===== config.mk =====
export PLATFORM = sky130hd
export DESIGN_NAME = online_to_binary_converter_flat
export DESIGN_NICKNAME = d
export VERILOG_FILES = /design/src/rtl/online_to_binary_converter_if.sv /design/src/rtl/online_to_binary_converter.sv /design/src/flat_wrapper.sv
export SDC_FILE = /design/constraint.sdc
export NUM_CORES = 1
export LEC_CHECK = 0
export BUFFER_PORTS_ARGS = -buffer_cell sky130_fd_sc_hd__buf_4
export CORE_AREA = 3 3 69 83
export CTS_BUF_LIST = sky130_fd_sc_hd__clkbuf_8 sky130_fd_sc_hd__clkbuf_16
export CTS_CLUSTER_DIAMETER = 50
export DETAILED_ROUTE_END_ITERATION = 7
export DIE_AREA = 0 0 72 86
export PLACE_DENSITY = 0.77
export SETUP_SLACK_MARGIN = 0.4
export SLEW_MARGIN = 5
export SYNTH_ARGS = -nofsm -noshare
export SYNTH_HDL_FRONTEND = slang
export SYNTH_SLANG_ARGS = --single-unit

===== constraint.sdc =====
create_clock -name clk -period 1.7 [get_ports clk]
set_input_delay 0.17 -clock clk [delete_from_list [all_inputs] [get_ports clk]]
set_output_delay 0.17 -clock clk [all_outputs]
set_load 0.02 [all_outputs]

===== src/rtl/online_to_binary_converter_if.sv =====
// Bundles the digit-stream input and the binary-word output of the
// online-to-binary converter, plus a read-only view of the FSM state.
interface online_to_binary_converter_if #(
    parameter int DIGITS = 8
) ();
    localparam int W = 2 * DIGITS + 1;

    // Handshake rule for both ports: a transfer happens on a rising clk edge
    // where valid and ready are both high. The producer holds its payload
    // stable while valid is high and ready is low; ready never depends
    // combinationally on the opposite port's valid/ready.
    logic         in_valid;
    logic         in_start;
    logic [2:0]   in_digit;
    logic         in_ready;
    logic         out_valid;
    logic         out_ready;
    logic [W-1:0] out_data;
    logic         err;
    logic [1:0]   dbg_state;

    // Digit producer / word consumer side
    modport master (
        output in_valid, in_start, in_digit, out_ready,
        input  in_ready, out_valid, out_data, err, dbg_state
    );

    // Converter side
    modport slave (
        input  in_valid, in_start, in_digit, out_ready,
        output in_ready, out_valid, out_data, err, dbg_state
    );
endinterface


===== src/rtl/online_to_binary_converter.sv =====
// Receives an MSD-first radix-4 signed-digit stream, drops the upstream
// online-delay digits, and converts the remaining digits to a two's-complement
// word with on-the-fly conversion (Q / QM = Q-1 kept in parallel).
module online_to_binary_converter #(
    parameter int DIGITS = 8,
    parameter int DELTA  = 2
) (
    input logic clk,
    input logic rst,
    online_to_binary_converter_if.slave bus
);
    localparam int W     = 2 * DIGITS + 1;
    localparam int FRAME = DELTA + DIGITS;
    localparam int CW    = $clog2(FRAME + 1);

    typedef enum logic [1:0] {
        IDLE    = 2'd0,
        SKIP    = 2'd1,
        CONVERT = 2'd2,
        DONE    = 2'd3
    } state_t;

    state_t        state, state_n;
    logic [CW-1:0] cnt, cnt_n;
    logic [W-1:0]  q, q_n, qm, qm_n;
    logic [W-1:0]  data_r, data_n;
    logic          err_r, err_n;

    logic          accept;
    logic          new_frame;
    logic          illegal;
    logic [2:0]    d;
    logic [2:0]    dm1;
    logic [W-1:0]  q_base, qm_base;
    logic [W-1:0]  q_step, qm_step;
    logic [CW-1:0] idx;
    logic          err_base;

    // Digit decode and one conversion step. A frame start rebases the step on
    // the reset values so a restart mid-frame behaves exactly like IDLE.
    // The low two bits of 4+d and d agree (likewise 3+d and d-1), so only the
    // choice between Q and QM depends on the digit sign.
    always_comb begin
        illegal   = (bus.in_digit == 3'b100);
        d         = illegal ? 3'b101 : bus.in_digit;
        dm1       = d - 3'd1;
        accept    = bus.in_valid && (state != DONE);
        new_frame = accept && bus.in_start;
        q_base    = new_frame ? '0 : q;
        qm_base   = new_frame ? '1 : qm;
        idx       = new_frame ? '0 : cnt;
        err_base  = new_frame ? 1'b0 : err_r;
        q_step    = d[2] ? {qm_base[W-3:0], d[1:0]} : {q_base[W-3:0], d[1:0]};
        qm_step   = (!d[2] && (d != 3'd0)) ? {q_base[W-3:0], dm1[1:0]}
                                           : {qm_base[W-3:0], dm1[1:0]};
    end

    // Next-state logic: frame sequencing, digit indexing and result capture.
    always_comb begin
        state_n = state;
        cnt_n   = cnt;
        q_n     = q;
        qm_n    = qm;
        data_n  = data_r;
        err_n   = err_r;
        if (state == DONE) begin
            if (bus.out_ready) begin
                state_n = IDLE;
                cnt_n   = '0;
            end
        end else if (accept && (new_frame || (state != IDLE))) begin
            cnt_n = idx + 1'b1;
            err_n = err_base | illegal;
            if (idx >= CW'(DELTA)) begin
                q_n  = q_step;
                qm_n = qm_step;
            end else begin
                q_n  = q_base;
                qm_n = qm_base;
            end
            if (idx == CW'(FRAME - 1)) begin
                state_n = DONE;
                data_n  = q_step;
            end else if (cnt_n >= CW'(DELTA)) begin
                state_n = CONVERT;
            end else begin
                state_n = SKIP;
            end
        end
    end

    // State register; reset overrides any frame in flight or pending result.
    always_ff @(posedge clk) begin
        if (rst) begin
            state  <= IDLE;
            cnt    <= '0;
            q      <= '0;
            qm     <= '1;
            data_r <= '0;
            err_r  <= 1'b0;
        end else begin
            state  <= state_n;
            cnt    <= cnt_n;
            q      <= q_n;
            qm     <= qm_n;
            data_r <= data_n;
            err_r  <= err_n;
        end
    end

    assign bus.in_ready  = (state != DONE);
    assign bus.out_valid = (state == DONE);
    assign bus.out_data  = data_r;
    assign bus.err       = err_r;
    assign bus.dbg_state = state;
endmodule


===== src/flat_wrapper.sv =====
// flat-port wrapper written by rule: the top's interface ports become plain ports
module online_to_binary_converter_flat 
#(
    parameter int DIGITS = 8,
    parameter int DELTA  = 2
)
  (clk, rst, bus_in_valid, bus_in_start, bus_in_digit, bus_out_ready, bus_in_ready, bus_out_valid, bus_out_data, bus_err, bus_dbg_state);
  online_to_binary_converter_if #(.DIGITS(DIGITS)) bus_i ();
  input logic clk;
  input logic rst;
  input wire logic [$bits(bus_i.in_valid)-1:0] bus_in_valid;
  input wire logic [$bits(bus_i.in_start)-1:0] bus_in_start;
  input wire logic [$bits(bus_i.in_digit)-1:0] bus_in_digit;
  input wire logic [$bits(bus_i.out_ready)-1:0] bus_out_ready;
  output wire logic [$bits(bus_i.in_ready)-1:0] bus_in_ready;
  output wire logic [$bits(bus_i.out_valid)-1:0] bus_out_valid;
  output wire logic [$bits(bus_i.out_data)-1:0] bus_out_data;
  output wire logic [$bits(bus_i.err)-1:0] bus_err;
  output wire logic [$bits(bus_i.dbg_state)-1:0] bus_dbg_state;
  assign bus_i.in_valid = bus_in_valid;
  assign bus_i.in_start = bus_in_start;
  assign bus_i.in_digit = bus_in_digit;
  assign bus_i.out_ready = bus_out_ready;
  assign bus_in_ready = bus_i.in_ready;
  assign bus_out_valid = bus_i.out_valid;
  assign bus_out_data = bus_i.out_data;
  assign bus_err = bus_i.err;
  assign bus_dbg_state = bus_i.dbg_state;
  online_to_binary_converter #(.DIGITS(DIGITS), .DELTA(DELTA)) u_core (.clk(clk), .rst(rst), .bus(bus_i));
endmodule

# Word-level counts from Yosys, hierarchy flattened
# Cells that the tools add are included.
[word_totals]
rom_bits = 0
elab_cells = 46
out_inout_bits = 22
latch_bits = 0
mem_bits_rw = 0
n_memories = 0
regBits = 54
[op_classes]
bitwise_logic = 2
n_div = 0
n_eq_ne = 5
shift = 0
order_cmp = 2
n_reduce_logical = 12
n_mul = 0
n_mux = 17
n_addsub = 2
[ops]
columns = ["operator", "count"]
rows = [
  ["$mux 15", 5],
  ["$mux 17", 1],
  ["$mux 4", 4],
  ["$mux 2", 5],
  ["$ge 4x2->1 const B", 2],
  ["$add 4x1->4 const B", 1],
  ["$eq 4x4->1 const B", 1],
  ["$logic_and 1x1->1", 4],
  ["$ne 2x2->1 const B", 2],
  ["$reduce_and 2->1", 2],
  ["$reduce_bool 2->1", 2],
  ["$eq 3x3->1 const B", 1],
  ["$mux 3", 1],
  ["$reduce_and 3->1", 1],
  ["$reduce_bool 3->1", 1],
  ["$eq 2x2->1 const B", 1],
  ["$sub 2x1->2 const B", 1],
  ["$logic_not 1->1", 1],
  ["$logic_or 1x1->1", 1],
  ["$mux 1", 1],
  ["$not 1->1", 1],
  ["$or 1x1->1", 1],
]

# Depth between registers and ports, before layout
# Gate-level depths: netlist of the first run.
[depth]
word_depth = 10
mapped_depth = 9
ltp_nobuf = 7

# Worst setup path after synthesis of the first run
# OpenSTA, ideal clock, no wires.
[synth_path]
path_kind = "input to register"
startpoint = "in bus_in_digit[2]"
endpoint = "reg u_core.qm[13]"
arrival_ns = 1.734
cell_stages = 9
slack_ns = -0.151
t_required_ns = 1.583
cell_sequence = "buf_2 > nor3b_1 > nor2_1 > ha_1 > nor2_2 > buf_2 > mux2i_1 > o2bb2ai_1 > nand2b_1"
[synth_between]
elab_chain_cells = 6
elab_cells_between_ends = 7
[synth_rtl]
columns = ["item", "line_no", "rtl"]
rows = [
  ["start: declaration", "flat_wrapper.sv:13", "input wire logic [$bits(bus_i.in_digit)-1:0] bus_in_digit;"],
  ["$eq 3x3->1", "online_to_binary_converter.sv:44", "illegal = (bus.in_digit == 3'b100);"],
  ["$mux 3 *", "online_to_binary_converter.sv:45", "d = illegal ? 3'b101 : bus.in_digit;"],
  ["$reduce_bool 3->1 / $logic_not 1->1 (equally long branches)", "online_to_binary_converter.sv:54", "qm_step = (!d[2] && (d != 3'd0)) ? {q_base[W-3:0], dm1[1:0]}"],
  ["$logic_and 1x1->1 *", "online_to_binary_converter.sv:54", ""],
  ["$mux 15 *", "online_to_binary_converter.sv:54", ""],
  ["$mux 15 *", "online_to_binary_converter.sv:74", "if (idx >= CW'(DELTA)) begin"],
  ["end signal: assignment", "online_to_binary_converter.sv:105", "qm <= qm_n;"],
  ["end: declaration", "online_to_binary_converter.sv:25", "logic [W-1:0] q, q_n, qm, qm_n;"],
]
# Every way passes the cells marked *; elsewhere a longest branch is shown, timed or not.
# A chain may end at the register's enable or synchronous reset.

# Worst setup path after layout of the first run
[layout_path]
startpoint = "reg u_core.state[1], in the netlist u_core.bus.dbg_state[1]"
endpoint = "reg u_core.data_r[16], in the netlist u_core.bus.out_data[16]"
[layout_between]
elab_chain_cells = 6
elab_cells_between_ends = 14
[layout_rtl]
columns = ["item", "line_no", "rtl"]
rows = [
  ["start: declaration", "online_to_binary_converter.sv:23", "state_t state, state_n;"],
  ["start signal: assignment", "online_to_binary_converter.sv:102", "state <= state_n;"],
  ["$ne 2x2->1", "online_to_binary_converter.sv:47", "accept = bus.in_valid && (state != DONE);"],
  ["$logic_and 1x1->1", "online_to_binary_converter.sv:47", ""],
  ["$logic_and 1x1->1", "online_to_binary_converter.sv:48", "new_frame = accept && bus.in_start;"],
  ["$mux 4 / $logic_or 1x1->1 (equally long branches)", "online_to_binary_converter.sv:51, online_to_binary_converter.sv:71", ""],
  ["$eq 4x4->1 / $logic_and 1x1->1 (equally long branches)", "online_to_binary_converter.sv:81, online_to_binary_converter.sv:71", ""],
  ["$reduce_and 3->1 (no line)", "-", ""],
  ["end signal: assignment", "online_to_binary_converter.sv:106", "data_r <= data_n;"],
  ["end: declaration", "online_to_binary_converter.sv:26", "logic [W-1:0] data_r, data_n;"],
]
# Parallel ways exist; a longest one is shown, timed or not.

==> out/qor.yml, run 1 <==
synth_ff_type: "dfxtp_1"
cp_num_buf_inv: 3
grt_antenna_before_repair: 0
initial_utilization: 0.511
timing.fmax_mhz: 627
setup_viol: 0
vias: 2467
powerDensity_mw_per_mm2: 638
slowest_delay_ns: 0.39
clk_latency_ns: 0.32
grt_pass1_wl_mm: 13.2
pin_count: 30
core_mm2: 0.00501
cts_tree: "yes"
cp.depth: 7
first_global_vias: 2525
hold_violations: 0
crit_fanout: 4
clock_sinks: 54
crit_family: "simple AND/OR/NAND/NOR gates"
hold_path.class: "input port to register"
syn_to_final_growth_pct: 51.0
die_w_um: 72
reg2regPathDepth: 7
critPathArrivalTime_ns: 1.82
clk_pin_slew_worst_paths_ns: 0.12
avgSynthCellArea_um2: 10.1
p_leak_nw: 1.44
h-tree-depth: 2
crit_path_end_kind: "register"
viasPerCell: 6.44
status: "finished clean"
place_inst: 341
crit_type: "register to register"
cap_violations: 0
required_ns: 1.93
synthesis.nets: 263
synth_cell_types: 46
wl_per_cell_um: 23.3
io_buffers: 29
rows: 28
crit_top_cell: "buf_6"
finalSetupTns_ns: 0
ys_warn_count: 0
ir_drop_mv: 0.394
dpl_worst_slack_ns: 0.0811
ctsLongestPathBuffers: 2
dieArea_mm2: 0.00619
synth-edff-count: 0
drive_above_1_share: 0.533
fin_skew_ns: 0.0193
final.setup.worst_slack_ns: 0.105
nets: 331
min_period_ns: 1.59
async_flop_share: 0
grt_overflow_total: 0
slew_viol_final: 0
holdPathStages: 2
grt_max_degree: 25
rsz0062_at_grt: "true"
place_congestion: 0.798
syn-instance-count: 254
track_usage: 0.273
worst_pin_slew_ns: 0.532
cts-root-buf: "clkbuf_8"
dr.pass1.iters: 4
relSlewSlack: 0.642
hold_slack_ns: 0.128
final_cells: 383
route.detailed.drc: 0
ctsHoldBuffers: 0
ys_seq_area_frac: 0.422
post-route-period-util: 0.938
slowest_stage: "dfxtp_4"
cts_buffers: 5
antenna_cells: 0
synth_area_mm2: 0.00256
drt_wl_total_mm: 8.93
ant_nets: 0
hpwlAfterDp_mm: 4.10
drt_iter0_drc: 186
cp-start-kind: "register"
worstPathCellList: "xnor2_4, nor3_4, buf_6, buf_6, buf_16, or3b_4, o41ai_2"
dieHeight_um: 86
ys_ff_latch: 54
## kinds of logic (layout without fill, tap and decap cells)
kind of cell / after synthesis / after routing / synth area share
fa+ha+maj: 1 / 1 / 0.00488
compound gates: 91 / 91 / 0.302
simple gates: 65 / 65 / 0.141
xor+xnor: 2 / 2 / 0.0142
mux: 16 / 16 / 0.0625
flops: 54 / 54 / 0.422
buf+inv: 25 / 94 / 0.0537
## repair_timing
action                                  in CTS  in global routing
cloned                                       6                  1
gates resized for setup                     53                 35
pin swaps                                   22                 18
buffers inserted                            21                  6
endpoints found under the setup margin      49                 56
## cell usage in the layout, fill, tap and decap left out, types with 5 or more instances in the layout
cell type	netlist	routed
o2bb2ai_2	0	16
nand2b_1	14	14
a211oi_2	14	13
a21oi_1	6	6
dfxtp_1	54	49
o22ai_2	0	8
o2bb2ai_1	26	9
buf_12	0	6
a21boi_1	0	10
buf_4	4	54
nor2_2	2	6
nor2_1	26	19
clkbuf_8	0	5
buf_6	3	14
mux2i_1	16	15
## metrics by stage
| stage | area [µm²] | util | power [mW] |
|---|---|---|---|
| global placement | 3040 | 0.608 | 1.58 |
| floorplan | 2750 | - | 1.50 |
| CTS | 3650 | 0.729 | 2.42 |
| finish | 3870 | 0.772 | 2.47 |
| global route | 3870 | 0.772 | 2.53 |
| detailed placement | 3040 | 0.608 | 1.58 |
## layer usage
layer | global-route usage | wire (µm)
met1 | 0.325 | 3380
met2 | 0.479 | 4560
met3 | 0.0363 | 565
met4 | 0.132 | 433
met5 | 0 | 0
## synthesized netlist by cell type, types with 2 or more instances
master / number / share of area
nand2_1: 5 / 0.0073
nor2_2: 2 / 0.0049
nor4_1: 2 / 0.0049
o22ai_1: 14 / 0.034
nand2b_1: 14 / 0.034
a211oi_2: 14 / 0.068
nor3_4: 2 / 0.013
o2bb2ai_1: 26 / 0.089
clkbuf_1: 7 / 0.010
buf_6: 3 / 0.013
o21ai_0: 3 / 0.0059
a2bb2oi_1: 2 / 0.0068
mux2i_1: 16 / 0.062
buf_4: 4 / 0.012
a22oi_1: 3 / 0.0088
nor3_1: 2 / 0.0039
buf_2: 5 / 0.0098
a21oi_1: 6 / 0.012
inv_1: 5 / 0.0073
a21boi_0: 13 / 0.038
nand3_1: 3 / 0.0059
nor2_1: 26 / 0.038
dfxtp_1: 54 / 0.42
## power breakdown
part           leakage [nW]  switching, mW  internal (mW)
clock network        0.0506          0.476          0.310
registers             0.439        0.00894           1.27
logic                 0.952          0.228          0.182
total                  1.44          0.713           1.76
## worst register-to-register path, delay by kind of cell (launching register included)
family,cells,cell delay (ns)
and+or+nand+nor,2,0.45
DFF,1,0.39
buffers and inverters,3,0.38
xor gates and xnor gates,1,0.22
AOI/OAI and AO/OA,1,0.06
## cell type report
| type | count | area, µm² |
|---|---|---|
| clock buffers | 5 | 68.8 |
| clock inverters | 3 | 28.8 |
| fillers | 286 | 1140 |
| inverters | 5 | 18.8 |
| multi-input cells | 175 | 1750 |
| flip-flops and latches | 54 | 1100 |
| well taps | 60 | 75.1 |
| repair buffers | 81 | 828 |
## state kept, by name, indices dropped and copies added (netlist names)
signal                count
u_core.bus.dbg_state      2
u_core.bus.err            1
u_core.bus.out_data      17
u_core.cnt                4
u_core.q                 15
u_core.qm                15
## worst paths after layout
check / endpoint / slack [ns] / from
max reg2reg: u_core.bus.out_data[16]$_SDFFE_PP0P_ / 0.11 / u_core.bus.dbg_state[1]$_SDFFE_PP0P_
min: u_core.q[1]$_SDFFE_PP0P_ / 0.13 / bus_in_digit[1]
min reg2reg: u_core.q[14]$_SDFFE_PP0P_ / 0.50 / u_core.q[14]$_SDFFE_PP0P_
max: u_core.bus.out_data[16]$_SDFFE_PP0P_ / 0.11 / u_core.bus.dbg_state[1]$_SDFFE_PP0P_
Note: power is estimated with default switching activity, not from simulation.
==> run 2, diff against run 1 <==
==> constraint.sdc (replaced) <==
create_clock -name clk -period 1.7 [get_ports clk]
set_input_delay 0.34 -clock clk [delete_from_list [all_inputs] [get_ports clk]]
set_output_delay 0.34 -clock clk [all_outputs]
set_load 0.02 [all_outputs]
==> out/qor.yml, run 2 (same netlist as run 1, synthesis figures left out) <==
nets: 330  # was 331
die_w_um: 72  # unchanged
power_mw: 2.46  # was 2.47 mW
holdPathStages: 3  # was 2
drt_wl_total_mm: 7.87  # was 8.93 mm
drive_above_1_share: 0.537  # was 0.533
wl_per_cell_um: 20.6  # was 23.3 µm
ant_nets: 0  # unchanged
cp-start-kind: "register"  # unchanged
clk_latency_ns: 0.31  # was 0.32 ns
crit-reg2reg-launch: "u_core.bus.dbg_state[1]$_SDFFE_PP0P_"  # unchanged
post-route-period-util: 0.895  # was 0.938
largest_register_ffs: 17  # unchanged
h-tree-depth: 2  # unchanged
use_met2: 0.446  # was 0.479
top_usage_layer: "met2"  # unchanged
crit_fanout: 6  # was 4
use_met1: 0.285  # was 0.325
relSlewSlack: 0.710  # was 0.642
ir_drop_mv: 0.533  # was 0.394 mV
holdPathEnd: "u_core.q[1]$_SDFFE_PP0P_"  # unchanged
min_period_ns: 1.52  # was 1.59 ns
final.setup.worst_slack_ns: 0.179  # was 0.105 ns
final_common_cell: "dfxtp_1"  # was buf_4
core_mm2: 0.00501  # unchanged
status: "finished clean"  # unchanged
grt_antenna_before_repair: 0  # unchanged
p_leak_nw: 1.42  # was 1.44 nW
worst_pin_slew_ns: 0.431  # was 0.532 ns
grt_max_degree: 30  # was 25
grt_pass1_wl_mm: 12.0  # was 13.2 mm
hold_path.class: "input port to register"  # unchanged
drt_iter0_drc: 97  # was 186
dieArea_mm2: 0.00619  # unchanged
ctsLongestPathBuffers: 2  # unchanged
ctsHoldBuffers: 0  # unchanged
pin_count: 30  # unchanged
r2r_end: "u_core.bus.out_data[12]$_SDFFE_PP0P_"  # was u_core.bus.out_data[16]$_SDFFE_PP0P_
dieHeight_um: 86  # unchanged
first_global_vias: 2406  # was 2525
clk_pin_slew_worst_paths_ns: 0.10  # was 0.12 ns
viasPerCell: 6.20  # was 6.44
reg2regPathDepth: 5  # was 7
cp_num_buf_inv: 1  # was 3
rsz0062_at_grt: "true"  # unchanged
vias: 2370  # was 2467
powerDensity_mw_per_mm2: 642  # was 638 mW/mm²
slew_viol_final: 0  # unchanged
rrSetupSlack_ns: 0.18  # was 0.11 ns
cts_buffers: 5  # unchanged
crit_type: "register to register"  # unchanged
syn_to_final_growth_pct: 49.9  # was 51.0%
timing.fmax_mhz: 657  # was 627 MHz
required_ns: 1.94  # was 1.93 ns
grt_use_met3: 0.0399  # was 0.0363
hpwlAfterDp_mm: 4.27  # was 4.10 mm
track_usage: 0.251  # was 0.273
slowest_delay_ns: 0.40  # was 0.39 ns
critPathArrivalTime_ns: 1.76  # was 1.82 ns
final_area_mm2: 0.00384  # was 0.00387 mm²
hold_violations: 0  # unchanged
postPlaceCellArea_mm2: 0.00313  # was 0.00304 mm²
dr.pass1.iters: 4  # unchanged
initial_utilization: 0.511  # unchanged
clock_sinks: 54  # unchanged
slowest_stage: "dfxtp_4"  # unchanged
final_cell_mix: "dfxtp_1 (48), buf_4 (45), buf_6 (24)"  # was buf_4 (54), dfxtp_1 (49), nor2_1 (19)
route.detailed.drc: 0  # unchanged
worstPathCellList: "a21bo_4, o21ai_4, buf_6, o22ai_1, a211oi_2"  # was xnor2_4, nor3_4, buf_6, buf_6, buf_16, or3b_4, o41ai_2
rows: 28  # unchanged
cts_tree: "yes"  # unchanged
fin_skew_ns: 0.00762  # was 0.0193 ns
place_congestion: 0.817  # was 0.798
cap_violations: 0  # unchanged
io_buffers: 29  # unchanged
crit_path_end_kind: "register"  # unchanged
antenna_cells: 0  # unchanged
crit_family: "compound AO/OA/AOI/OAI gates"  # was simple AND/OR/NAND/NOR gates
setup_viol: 0  # unchanged
cts-root-buf: "clkbuf_8"  # unchanged
cp.depth: 5  # was 7
grt_overflow_total: 0  # unchanged
holdCritStartpoint: "bus_in_digit[1]"  # unchanged
dpl_worst_slack_ns: -0.0282  # was 0.0811 ns
-- run 2: cell count changes in the layout (fill, tap and decap cells not counted), moves of 3 or more --
cell,before,now
buf_6,14,24
o2bb2ai_1,9,15
a21boi_0,1,4
buf_4,54,45
o22ai_2,8,4
a21boi_1,10,7
mux2i_1,15,11
nor2_1,19,16
o2bb2ai_2,16,10
mux2i_2,0,4
nor2_2,6,10
o22ai_1,2,5
-- run 2: cell type report --
cell class,count,area [µm²]
well taps,60,75.1
multi-input cells,175,1730
clock buffers,6,82.6
flip-flops and latches,54,1100
clock inverters,2,16.3
fillers,281,1170
inverters,5,18.8
repair buffers,80,816
-- run 2: timing repair --
| action | CTS | global route |
|---|---|---|
| pin swaps | 19 | 23 |
| setup buffers | 13 | 3 |
| resized for setup | 46 | 50 |
| endpoints found under the setup margin | 52 | 58 |
| gates cloned | 3 | 2 |
-- run 2: layer usage --
layer  up-vias  part of all wire
li1       1091                 -
met1      1171              0.38
met2        85              0.53
met3        23             0.050
met4         0             0.038
met5         -                 0
-- run 2: stage by stage --
stage                      util  hold slack (ns)  std cells  TNS (ns)
after floorplan               -            0.433        254   -0.0450
after global placement    0.626            0.451        353   -0.0721
after detailed placement  0.626            0.452        353    -0.222
after CTS                 0.712            0.356        377         0
after global routing      0.767            0.376        382         0
final                     0.767            0.364        382         0
-- run 2: worst min-delay path, stage by stage --
cell	delay (ns)
buf_6	0.08
buf_4	0.10
a22o_1	0.12
-- run 2: worst max path at each step --
stage | from | endpoint | slack (ns)
3_5_place_dp | bus_in_digit[1] | u_core.qm[7]$_SDFFE_PP1P_ | -0.03
6_report | u_core.bus.dbg_state[1]$_SDFFE_PP0P_ | u_core.bus.out_data[12]$_SDFFE_PP0P_ | 0.18
3_3_place_gp | bus_in_digit[1] | u_core.qm[3]$_SDFFE_PP1P_ | -0.03
2_1_floorplan | bus_in_digit[2] | u_core.qm[13]$_SDFFE_PP1P_ | -0.005
5_1_grt | u_core.bus.dbg_state[0]$_SDFFE_PP0P_ | u_core.qm[2]$_SDFFE_PP1P_ | 0.13
4_1_cts | u_core.cnt[2]$_SDFFE_PP0P_ | u_core.bus.out_data[16]$_SDFFE_PP0P_ | 0.23
-- run 2: where the power goes --
part	total [mW]	switching, mW	internal, mW
combinational	0.392	0.208	0.184
clock	0.793	0.456	0.337
sequential	1.28	0.0156	1.26
